### src/rtl/poly_phase_accumulator.sv
// poly_phase_accumulator: time-multiplexed multi-voice NCO phase accumulator, one voice per clock
module poly_phase_accumulator #(
  parameter int WORD_BITS = 32,
  parameter int VOICES = 8,
  localparam int VOICE_BITS = (VOICES > 1) ? $clog2(VOICES) : 1
) (
  input  logic                  clk_i,
  input  logic                  rst_i,
  input  logic                  enable_i,
  input  logic                  tick_i,
  input  logic                  wr_en_i,
  input  logic [VOICE_BITS-1:0] wr_voice_i,
  input  logic [WORD_BITS-1:0]  wr_data_i,
  input  logic [VOICES-1:0]     sync_i,
  output logic                  valid_o,
  output logic [VOICE_BITS-1:0] voice_o,
  output logic [WORD_BITS-1:0]  phase_o,
  output logic                  wrap_o,
  output logic                  busy_o,
  output logic                  overrun_o
);
  typedef enum logic {S_IDLE, S_RUN} state_t;
  state_t                r_state, w_next;
  logic [VOICE_BITS-1:0] r_idx;
  logic [WORD_BITS-1:0]  r_phase [VOICES];
  logic [WORD_BITS-1:0]  r_tune [VOICES];
  logic [VOICES-1:0]     r_sync_pend;
  logic                  r_valid, r_wrap, r_overrun;
  logic [VOICE_BITS-1:0] r_voice;
  logic [WORD_BITS-1:0]  r_phase_out;
  logic                  w_run, w_last, w_start, w_sync, w_wr_ok;
  logic [WORD_BITS:0]    w_sum;
  logic [VOICES-1:0]     w_proc;

  assign w_last  = r_idx == VOICE_BITS'(VOICES - 1);
  assign w_start = tick_i & enable_i & ~w_run;
  assign w_sync  = r_sync_pend[r_idx] | sync_i[r_idx];
  assign w_sum   = {1'b0, r_phase[r_idx]} + {1'b0, r_tune[r_idx]};
  assign w_wr_ok = wr_en_i && (32'(wr_voice_i) < VOICES);
  assign w_proc  = w_run ? (VOICES'(1) << r_idx) : '0;

  // FSM state register
  always_ff @(posedge clk_i or posedge rst_i)
    if (rst_i) r_state <= S_IDLE;
    else r_state <= w_next;

  // FSM next state: a sweep runs until the last voice has been processed
  always_comb
    w_next = w_run ? (w_last ? S_IDLE : S_RUN) : (w_start ? S_RUN : S_IDLE);

  // FSM outputs: busy spans exactly the cycles in which a voice is processed
  always_comb begin
    w_run  = r_state == S_RUN;
    busy_o = w_run;
  end

  // voice index walks 0..VOICES-1 during a sweep and rests at 0 otherwise
  always_ff @(posedge clk_i or posedge rst_i)
    if (rst_i) r_idx <= '0;
    else if (w_run) r_idx <= w_last ? '0 : r_idx + 1'b1;
    else r_idx <= '0;

  // shared adder writes back the processed voice; sync forces the phase to zero
  always_ff @(posedge clk_i or posedge rst_i)
    if (rst_i) begin
      for (int v = 0; v < VOICES; v++) r_phase[v] <= '0;
    end else if (w_run) begin
      r_phase[r_idx] <= w_sync ? '0 : w_sum[WORD_BITS-1:0];
    end

  // tuning words are read by the adder before this write lands, so a colliding write takes effect next sweep
  always_ff @(posedge clk_i or posedge rst_i)
    if (rst_i) begin
      for (int v = 0; v < VOICES; v++) r_tune[v] <= '0;
    end else if (w_wr_ok) begin
      r_tune[wr_voice_i] <= wr_data_i;
    end

  // pending syncs collect pulses for idle voices and are consumed when the voice is processed
  always_ff @(posedge clk_i or posedge rst_i)
    if (rst_i) r_sync_pend <= '0;
    else r_sync_pend <= (r_sync_pend | sync_i) & ~w_proc;

  // registered beat outputs; data holds between beats
  always_ff @(posedge clk_i or posedge rst_i)
    if (rst_i) begin
      r_valid     <= 1'b0;
      r_voice     <= '0;
      r_phase_out <= '0;
      r_wrap      <= 1'b0;
      r_overrun   <= 1'b0;
    end else begin
      r_valid   <= w_run;
      r_overrun <= tick_i & enable_i & w_run;
      if (w_run) begin
        r_voice     <= r_idx;
        r_phase_out <= w_sync ? '0 : w_sum[WORD_BITS-1:0];
        r_wrap      <= ~w_sync & w_sum[WORD_BITS];
      end
    end

  assign valid_o   = r_valid;
  assign voice_o   = r_voice;
  assign phase_o   = r_phase_out;
  assign wrap_o    = r_wrap;
  assign overrun_o = r_overrun;
endmodule

### config.mk
export PLATFORM = sky130hd
export DESIGN_NAME = poly_phase_accumulator
export DESIGN_NICKNAME = d
export VERILOG_FILES = /design/src/rtl/poly_phase_accumulator.sv
export SDC_FILE = /design/constraint.sdc
export NUM_CORES = 1
export LEC_CHECK = 0
export ABC_AREA = 1
export BUFFER_PORTS_ARGS = -buffer_cell sky130_fd_sc_hd__buf_4
export CAP_MARGIN = 20
export CELL_PAD_IN_SITES_DETAIL_PLACEMENT = 0
export CELL_PAD_IN_SITES_GLOBAL_PLACEMENT = 1
export CORE_MARGIN = 8
export CORE_UTILIZATION = 47
export DETAILED_ROUTE_END_ITERATION = 6
export PLACE_DENSITY = 0.82
export SLEW_MARGIN = 20
export SYNTH_ARGS = -nofsm -noshare
export SYNTH_HDL_FRONTEND = slang
export SYNTH_SLANG_ARGS = --single-unit
### constraint.sdc
create_clock -name clk_i -period 21.7 [get_ports clk_i]
set_clock_uncertainty 0.15 [all_clocks]
set_input_delay 1.085 -clock clk_i [delete_from_list [all_inputs] [get_ports clk_i]]
set_output_delay 1.085 -clock clk_i [all_outputs]
set_load 0.02 [all_outputs]
==> metrics.yaml <==
status: "finished clean"
vias_in_the_first_global_route: 22800
synthArstFlopShare_pct: 100
syn2layout_area_growth_pct: 12.0
cts_hold_repair.buffers: 0
dpl_worst_slack_ns: 16.44
clkSlewWorstSetupHoldPaths_ns: 0.06
synth_edf_count: 0
final.fill_count: 5427
placement.io_buffers: 86
reported_max_cap_violation_count: 0
placed_cells_incl_taps: 4088
drt_drc: 0
launch_instance_of_the_worst_register_to_register_path: "r_idx[0]"
timing.final.crit_share_pct: 24.7
number_of_cell_rows: 87
power.share.sequential_pct: 29.1
reg2reg_to: "r_phase[187]"
yosys_warnings: 0
post_synthesis_cell_type_with_the_largest_combined_area: "sky130_fd_sc_hd__dfrtp_1"
power_mw: 5.18
worst-setup-path-type: "reg2reg"
yosys_register_bits: 562
timing.critical_path.from_type: "flop"
drive_above_1_share_pct: 8.07
worstSetupStartpoint: "r_idx[0]"
detail_route.wl_per_cell_um: 19.7
core_area_sq_mm: 0.0566
die_height_um: 255
stdcell_count: 4201
slew_violations: 0
grt_setup_unrepaired: "no"
drt-initial-drc-count: 2339
initial_core_util_pct: 47.6
die-width_um: 255
timing.critical_path.arrival_ns: 5.72
route.detailed.vias_per_inst: 5.63
power_switching_mw: 2.50
cts-root-buf: "sky130_fd_sc_hd__clkbuf_16"
route.antenna.remaining_nets: 0
layout_setup_ws_ns: 16.33
gpl.final_weighted_congestion: 0.957
fp.dieArea_sq_mm: 0.0653
max-vdd-ir-drop_mv: 0.100
syn-instance-count: 3405
timing.setup.tns_ns: 0
design.final.nets: 3483
cellInternalPower_mw: 2.68
power_density_mw_per_mm2: 172
diodes: 0
depth_of_the_worst_register_to_register_path: 15
synth_sequential_area_ratio_pct: 52.2
cp_data_required_time_ns: 22.06
ios: 87
cts-htree-levels: 2
max-clock-path-buffers: 3
sw_frac_of_total_pct: 48.3
synth_fp_nets: 3492
holdPathStages: 2
maximum_number_of_pins_on_one_net_before_global_route_repair: 190
cts_tree: "yes"
clock_latency_ns: 0.64
route.vias.total: 23600
yosys.cell_types.count: 33
finalWorstPathRequiredPeriod_ns: 5.37
gr-usage-all-layers_pct: 24.8
critPathMaxFanout: 80
grt_first_pass_wirelength_um: 131000
comb_power_share_pct: 50.4
synth.top_cell.area_share_pct: 52.2
final_wirelength_um: 82600
min_path_type: "reg2reg"
crit_path_end_kind: "flop"
rrSetupSlack_ns: 16.33
achievable-frequency_mhz: 186
tightest_slew_ns: 1.14
share_clk_of_total_power_pct: 20.5
antenna_found_initial: 0
number_of_failing_hold_endpoints_at_the_final_stage: 0
holdCritStartpoint: "r_tune[220]"
timing.max_slew.rel_slack_pct: 23.6
finalSetupViolCount: 0
ys_top_cells_by_area: "sky130_fd_sc_hd__dfrtp_1 52%, sky130_fd_sc_hd__nand2_1 13%, sky130_fd_sc_hd__o21ai_0 12%"
clkSinkCount: 562
synth_top_flop_cell: "sky130_fd_sc_hd__dfrtp_1"
cts.repair.resized: 0
cts_inserted_buffers: 61
postCtsSetupBuffers: 0
detailedPlacementHpwl_um: 49200
min_to: "r_tune[220]"
netlist_area_sq_mm: 0.0270
detailedRoute.firstPassIterationCount: 6
grt_overflow_total: 0
synth_area_per_cell_sq_um: 7.92
power.leakage_nw: 14.9
-- how the worst max path moves through the flow --
stage / depth (start not counted) / slack (ns) / endpoint
floorplan: 1 / 4.75 / busy_o
detailed placement: 16 / 16.44 / r_phase[18]
global route: 17 / 15.92 / r_phase[18]
global placement: 15 / 16.44 / phase_o[26]
CTS: 13 / 16.39 / r_phase[48]
finish: 15 / 16.33 / r_phase[187]
-- power groups by stage --
stage / combinational (mW) / clock, mW / sequential (mW)
6_report: 2.61 / 1.06 / 1.51
5_1_grt: 2.92 / 1.12 / 1.54
4_1_cts: 2.58 / 1.08 / 1.50
3_5_place_dp: 2.57 / 0 / 1.52
3_3_place_gp: 2.55 / 0 / 1.51
2_1_floorplan: 1.78 / 0 / 1.49
-- per-stage QoR --
stage	util (%)	cell area, sq um	hold slack (ns)
after floorplan	-	27000	0.294
after global placement	49.6	28100	0.308
after detailed placement	49.6	28100	0.311
after CTS	53.3	30200	0.328
after global routing	53.4	30200	0.339
final	53.4	30200	0.326
-- final cells by class --
type                       count  area [sq um]  area share (%)
sequential                   562         14100            46.6
inverter                     215           820            2.71
tap                          756           946            3.13
multi-input combinational   2426         11300            37.3
clock inverter                24           268           0.887
timing repair buffer         130          1010            3.35
clock buffer                  88          1820            6.02
-- cell usage in the layout (no fill, tap or decap), drive strengths merged --
cell type and count:
nand2 954, o21ai 654, dfrtp 562, nor2 451
inv 216, buf 130, nand4 112, clkbuf 88
o2111ai 62, nand3 53, ha 38, o211ai 32
a21oi 25, clkinv 16, or2 15, nor3 8
o22ai 6, nand3b 5, bufinv 4, o31ai 3
clkinvlp 3, o21bai 2, a211o 1, and3 1
o21a 1, a21o 1, o211a 1, fa 1
-- sequential cells by signal (all words and copies together) (netlist names), 3 cells and up --
register and flops:
r_phase 256, r_tune 256, phase_o 32, r_sync_pend 8, r_idx 3, voice_o 3
-- cells in the mapped netlist (25+ instances only) --
cell and number:
sky130_fd_sc_hd__nand3_1 53, sky130_fd_sc_hd__nor2_1 450, sky130_fd_sc_hd__inv_1 208, sky130_fd_sc_hd__dfrtp_1 562, sky130_fd_sc_hd__o211ai_1 32, sky130_fd_sc_hd__a21oi_1 25
sky130_fd_sc_hd__ha_1 38, sky130_fd_sc_hd__clkbuf_1 165, sky130_fd_sc_hd__o21ai_0 654, sky130_fd_sc_hd__o2111ai_1 62, sky130_fd_sc_hd__nand2_1 952, sky130_fd_sc_hd__nand4_1 112
-- logic make-up (layout without fill, tap and decap cells) --
logic type      after synthesis  count (layout)  share of synthesized area, %
simple gates               1599            1599                          23.9
compound gates              788             788                          15.9
flops                       562             562                          52.2
buf+inv                     417             457                          6.20
fa+ha+maj                    39              39                          1.84
-- per-layer routing --
layer | vias up | part of all wire (%) | GRT usage [%]
met5 | - | 0 | 0
met4 | 0 | 2.6 | 7.27
met3 | 116 | 7.2 | 3.94
met2 | 893 | 46 | 38.9
met1 | 11400 | 45 | 35.3
li1 | 11200 | - | -
-- worst max-delay path: stages (launching register included) --
cell	delay (ns)
sky130_fd_sc_hd__dfrtp_4	0.89
sky130_fd_sc_hd__buf_4	0.78
sky130_fd_sc_hd__buf_4	0.77
sky130_fd_sc_hd__o21ai_0	0.23
sky130_fd_sc_hd__o2111ai_1	0.51
sky130_fd_sc_hd__ha_1	0.39
sky130_fd_sc_hd__nand2_1	0.14
sky130_fd_sc_hd__inv_1	0.06
sky130_fd_sc_hd__nand2_1	0.06
sky130_fd_sc_hd__nand2_1	0.06
sky130_fd_sc_hd__nand2_1	0.07
sky130_fd_sc_hd__nand2_1	0.08
sky130_fd_sc_hd__a21oi_1	0.30
sky130_fd_sc_hd__nand3_1	0.36
sky130_fd_sc_hd__nand4_1	0.21
sky130_fd_sc_hd__nand2_1	0.07
Note: power is estimated with default switching activity, not from simulation.
